<file path="src/rtl/scu_dsp_dma.sv">
`default_nettype none
// +--------------------------------------------------------------------------+
// | scu_dsp_dma                                                              |
// | SCU DSP D0-bus DMA engine: word handshake with the DSP, one bus cycle    |
// | per word, address writeback and DMA_END completion pulse.                |
// | Rev 1.0                                                                  |
// +--------------------------------------------------------------------------+
module scu_dsp_dma #(
    parameter int ADDR_W  = 27,
    parameter int END_LEN = 2
) (
    input  logic              CLK,
    input  logic              RST_N,
    input  logic              CE_R,
    input  logic [31:0]       DSO,
    input  logic              RA0W,
    input  logic              WA0W,
    input  logic              DMAW,
    input  logic              DMA_REQ,
    input  logic              DMA_WE,
    input  logic              DMA_LAST,
    input  logic [31:0]       DMA_DO,
    output logic [31:0]       DMA_DI,
    output logic              DMA_ACK,
    output logic              DMA_END,
    output logic [ADDR_W-1:0] BUS_A,
    output logic [31:0]       BUS_DO,
    input  logic [31:0]       BUS_DI,
    output logic              BUS_WE,
    output logic              BUS_REQ,
    input  logic              BUS_ACK,
    output logic              BUSY
);

    localparam logic [2:0] c_IDLE    = 3'd0;
    localparam logic [2:0] c_WAITREQ = 3'd1;
    localparam logic [2:0] c_BUSCYC  = 3'd2;
    localparam logic [2:0] c_ACK     = 3'd3;
    localparam logic [2:0] c_END     = 3'd4;
    localparam int         c_CNT_W   = $clog2(END_LEN + 1);

    logic [2:0]         r_state;
    logic [2:0]         w_state_nxt;
    logic [24:0]        r_ra0;
    logic [24:0]        r_wa0;
    logic [24:0]        r_wadr;
    logic [24:0]        w_adr_sel;
    logic [6:0]         r_winc;
    logic [6:0]         w_winc;
    logic               r_hold;
    logic               r_we;
    logic               r_last;
    logic               r_first;
    logic               w_we;
    logic               w_end_done;
    logic [c_CNT_W-1:0] r_end_cnt;
    logic [31:0]        r_dma_di;
    logic [31:0]        r_bus_do;
    logic [ADDR_W-1:0]  r_bus_a;
    logic               r_bus_we;
    logic               r_bus_req;
    logic               w_unused_dso;

    assign w_unused_dso = ^DSO[31:25];

    // Word increment: byte step 1<<(ADD+1) divided by 4.
    assign w_winc     = (DSO[17:15] == 3'd0) ? 7'd0 : (7'd1 << (DSO[17:15] - 3'd1));
    // Direction and start address are taken in the first WAITREQ cycle.
    assign w_we       = r_first ? DMA_WE : r_we;
    assign w_adr_sel  = r_first ? (DMA_WE ? r_wa0 : r_ra0) : r_wadr;
    assign w_end_done = (r_end_cnt == c_CNT_W'(END_LEN - 1));

    always_ff @(posedge CLK) begin
        if (!RST_N) begin
            r_state <= c_IDLE;
        end else if (CE_R) begin
            r_state <= w_state_nxt;
        end
    end

    always_comb begin
        w_state_nxt = r_state;
        case (r_state)
            c_IDLE:    if (DMAW) w_state_nxt = c_WAITREQ;
            c_WAITREQ: if (DMA_REQ) w_state_nxt = c_BUSCYC;
            c_BUSCYC:  if (BUS_ACK) w_state_nxt = c_ACK;
            c_ACK:     w_state_nxt = r_last ? c_END : c_WAITREQ;
            c_END:     if (w_end_done) w_state_nxt = c_IDLE;
            default:   w_state_nxt = c_IDLE;
        endcase
    end

    always_ff @(posedge CLK) begin
        if (!RST_N) begin
            r_ra0     <= '0;
            r_wa0     <= '0;
            r_wadr    <= '0;
            r_winc    <= '0;
            r_hold    <= 1'b0;
            r_we      <= 1'b0;
            r_last    <= 1'b0;
            r_first   <= 1'b0;
            r_end_cnt <= '0;
            r_dma_di  <= '0;
            r_bus_do  <= '0;
            r_bus_a   <= '0;
            r_bus_we  <= 1'b0;
            r_bus_req <= 1'b0;
        end else if (CE_R) begin
            case (r_state)
                c_IDLE: begin
                    if (DMAW) begin
                        r_hold  <= DSO[14];
                        r_winc  <= w_winc;
                        r_first <= 1'b1;
                    end
                end
                c_WAITREQ: begin
                    r_first <= 1'b0;
                    r_we    <= w_we;
                    r_wadr  <= w_adr_sel;
                    if (DMA_REQ) begin
                        r_bus_a   <= ADDR_W'({w_adr_sel, 2'b00});
                        r_bus_we  <= w_we;
                        r_bus_do  <= DMA_DO;
                        r_bus_req <= 1'b1;
                    end
                end
                c_BUSCYC: begin
                    if (BUS_ACK) begin
                        r_bus_req <= 1'b0;
                        if (!r_we) r_dma_di <= BUS_DI;
                        r_wadr    <= r_wadr + {18'd0, r_winc};
                        r_last    <= DMA_LAST;
                    end
                end
                c_ACK: begin
                    r_end_cnt <= '0;
                end
                c_END: begin
                    if (w_end_done) begin
                        if (!r_hold) begin
                            if (r_we) r_wa0 <= r_wadr;
                            else      r_ra0 <= r_wadr;
                        end
                    end else begin
                        r_end_cnt <= r_end_cnt + 1'b1;
                    end
                end
                default: ;
            endcase
            // Placed last so a host load overrides a same-cycle writeback.
            if (RA0W) r_ra0 <= DSO[24:0];
            if (WA0W) r_wa0 <= DSO[24:0];
        end
    end

    assign DMA_DI  = r_dma_di;
    assign DMA_ACK = (r_state == c_ACK);
    assign DMA_END = (r_state == c_END);
    assign BUS_A   = r_bus_a;
    assign BUS_DO  = r_bus_do;
    assign BUS_WE  = r_bus_we;
    assign BUS_REQ = r_bus_req;
    assign BUSY    = (r_state != c_IDLE);

endmodule
`default_nettype wire

</file>
<file path="config.mk">
export PLATFORM = sky130hd
export DESIGN_NAME = scu_dsp_dma
export DESIGN_NICKNAME = d
export VERILOG_FILES = /design/src/rtl/scu_dsp_dma.sv
export SDC_FILE = /design/constraint.sdc
export NUM_CORES = 1
export LEC_CHECK = 0
export BUFFER_PORTS_ARGS = -buffer_cell sky130_fd_sc_hd__buf_2
export CAP_MARGIN = 20
export CELL_PAD_IN_SITES_DETAIL_PLACEMENT = 1
export CELL_PAD_IN_SITES_GLOBAL_PLACEMENT = 2
export CORE_MARGIN = 2
export CORE_UTILIZATION = 32
export DETAILED_ROUTE_END_ITERATION = 8
export GPL_TIMING_DRIVEN = 0
export PLACE_DENSITY = 0.91
export SETUP_SLACK_MARGIN = 0.05
export SLEW_MARGIN = 40
export SYNTH_ARGS = -nofsm -noshare
export SYNTH_HDL_FRONTEND = slang
export SYNTH_SLANG_ARGS = --single-unit
</file>
<file path="constraint.sdc">
create_clock -name CLK -period 2.85 [get_ports CLK]
set_clock_uncertainty 0.2 [all_clocks]
set_input_delay 0.57 -clock CLK [delete_from_list [all_inputs] [get_ports CLK]]
set_output_delay 0.57 -clock CLK [all_outputs]
set_load 0.02 [all_outputs]
</file>
==> impl_results.md <==
- Count leader, synth: nand2_1
- Crit-path max cell delay: 0.46 ns
- Dpl hpwl: 23.5 mm
- GRT Overall Usage: 22.0%
- Vias: 8,455
- Reg2Reg Capture Point: r_wadr[10]
- Worst EP required: 2.99 ns
- Number of synthesized flops with an enable pin: 0
- Iter 0 DRT Violations: 503
- Routed WL: 31.4 mm
- Die area: 28,700 um2
- Synth unique cells: 67
- Yosys top cell area share: 41.7%
- Synth area leader: dfxtp_1
- R2R Path Start: r_wadr[0]
- Post-synthesis instance total: 1,034
- Die W: 169 um
- Reg2reg setup slack: 0.26 ns
- Crit Path Category: flip-flop to flip-flop
- Asr flop ratio synth: 0%
- Setup_tns: 0 ns
- Worst Setup Start Kind: flip-flop
- Setup Viol. Count Final: 0
- Routed len/inst: 19.7 um
- Final hold vios: 0
- Dpl cell area: 10,100 um2
- Cells along the critical path: ha_1 > fa_1 > nand3_1 > a21o_1 > a21oi_1 > mux2i_1 > a311o_1
- Power per cell area: 592 nW/um2
- Die Ht: 169 um
- Routability congestion estimate: 0.900
- Num CTS Buffers: 17
- Mapped Area: 8750 um2
- Fin crit share: 90.8%
- Critical path peak fanout: 7
- Initial Util: 32.5%
- DRT Pass-1 Iters: 5
- Clock Tree Buf Depth: 2
- Most frequent cells after synthesis: nand2_1 (209), dfxtp_1 (182), a21oi_1 (137)
- Util after Layout: 40.0%
- Synthesis warning total: 0
- Reg2Reg Depth: 7
- Area delta synth->final: 22.9%
- Final Max Slew Viols: 0
- FF+latch count, synth: 182
- DRC errors left: 0
- Post-route ant nets: 0
- Synth Area in Compound Gates: 21.8%
- CTS sink cnt: 182
- Non-filler cells, final: 1,596
- CTS root buf: clkbuf_16
- Buf/Inv on CP: 0
- Number of vias per cell: 5.30
- Largest net degree at the start of global routing: 22
- First-pass GRT wire length: 48.6 mm
- Clock Latency Late Sink: 0.45 ns
- Synth Area in XOR/XNOR: 0.501%
- Critical Path Stages: 7
- Synthesized area per cell: 8.46 um2
- Most used DFF post-synth: dfxtp_1
- Clock Pin Slew Worst Setup and Hold Paths: 0.09 ns
- CP startpoint: r_wadr[0]
- Number of global-route vias before repair: 8,581
- Mux share of post-synthesis cell area: 9.61%
- Largest family of logic cells by synthesized area: compound AO/OA/AOI/OAI gates
- Sequential share of the synthesized area: 41.7%
- Share of cells above drive strength 1: 26.2%
- Slew Limit Headroom: 46.9%
- Post-synthesis adder-cell area fraction: 1.52%
- # Post-CTS Setup Buffers: 0
- # IOs: 202
- Finished layout cell area: 10,800 um2
- Placeable Area: 26,900 um2
- Max VDD drop: 0.279 mV
- Crit path capture: r_wadr[10]
- Total grt overflow: 0
- Leak Pwr: 0.00432 uW
- Port bufs: 187
- Initial antenna violation count: 1
- Synth area leaders: dfxtp_1 (42%), mux2i_1 (9.6%), nand2_1 (9.0%)
- Crit-path leading delay family: compound AO/OA/AOI/OAI gates
- Site Rows: 60
- Unrepaired setup endpoints after global routing: no
- H-Tree Depth: 4
- Path type of the worst min-delay path: input port to flip-flop
- WP data arrival: 2.73 ns
- Crit. End Element: flip-flop
- Slowest cell on the critical path: dfxtp_1
- Final net count: 1,357
- Period minus WS final: 2.59 ns
- CTS tree: yes
- FMAX: 0.387 GHz
- Placed instance count: 1,563
- Area share of and/or/nand/nor cells after synthesis: 19.3%
- Worst Tran Pin Value: 0.796 ns
- Outcome: finished, final reports clean
- Max Cap Violations: 0
-- through the flow --
step	setup slack, ns	power [uW]	hold WS [ns]
final	0.263	6370	0.134
after global placement	0.229	3880	0.239
after CTS	0.210	6410	0.123
after floorplan	0.680	3500	0.232
after detailed placement	0.166	3910	0.245
after global routing	0.141	6630	0.139
-- cells by family after synthesis --
kind of cell               Yosys count
DFF                                182
other                                1
adders and majority gates           10
AOI/OAI and AO/OA                  267
xor gates and xnor gates             5
and+or+nand+nor                    385
buffers and inverters              100
muxes                               84
-- worst reg2reg max path, cell delays in order (launching register included) --
cell,delay [ns]
dfxtp_1,0.46
ha_1,0.27
fa_1,0.23
nand3_1,0.12
a21o_1,0.29
a21oi_1,0.44
mux2i_1,0.14
a311o_1,0.32
-- power by group --
group / total [uW] / leakage (uW) / internal (uW) / switching (uW)
clock network: 2500 / 0.000302 / 1210 / 1290
registers: 2750 / 0.00148 / 2660 / 92.6
logic: 1120 / 0.00254 / 375 / 743
total: 6370 / 0.00432 / 4240 / 2130
-- how the worst min path moves through the flow --
stage,slack (ns),start,endpoint,depth (start not counted)
2_1_floorplan,0.23,r_end_cnt[1],r_end_cnt[1],2
3_3_place_gp,0.24,DMA_DI[26],DMA_DI[26],2
3_5_place_dp,0.24,BUS_A[22],BUS_A[22],2
4_1_cts,0.12,BUS_DI[7],DMA_DI[7],3
5_1_grt,0.14,BUS_DI[3],DMA_DI[3],3
6_report,0.13,BUS_DI[7],DMA_DI[7],3
-- flip-flops by register name, indices dropped and copies added (netlist names) --
register	cells
r_end_cnt	2
r_we	1
r_last	1
r_winc	7
r_first	1
DMA_DI	32
BUS_WE	1
BUS_A	25
r_hold	1
r_ra0	25
BUS_DO	32
r_state	3
BUS_REQ	1
r_wadr	25
r_wa0	25
-- cell type report --
type / instances / area, um2
tap: 341 / 427
clock buffer: 17 / 425
clock inverter: 15 / 201
inverter: 7 / 26.3
sequential: 182 / 3640
timing repair buffer: 187 / 936
antenna: 1 / 2.50
buffer: 93 / 463
multi-input combinational: 753 / 4630
fill: 3284 / 16100
-- placed cells by master (no fill, tap or decap), types with 7 or more instances in the layout --
cell type / instances
dfxtp_1: 182
nor3_1: 13
buf_4: 7
ha_1: 9
a211oi_1: 18
and3_1: 8
buf_2: 206
nand2_1: 209
a311oi_1: 7
o21ai_0: 12
clkbuf_16: 17
nand3_1: 13
clkinv_8: 7
buf_6: 7
clkbuf_2: 9
clkbuf_1: 49
a211oi_2: 49
mux2i_1: 84
a31oi_1: 7
nor2_1: 94
a21oi_1: 137
-- what timing repair did --
action | 4_1_cts | 5_1_grt
hold buffers | 0 | 0
endpoints found under the setup margin | 0 | 2
gates resized for setup | 0 | 1
-- per-layer routing --
metal / share of wire [%] / routed length [um] / GRT usage [%]
met5: 0 / 0 / 0
met1: 44 / 13800 / 27.5
met4: 3.7 / 1170 / 9.59
met2: 48 / 15100 / 36.6
met3: 4.4 / 1390 / 4.36
No activity file was read; power rests on OpenSTA's default activity.
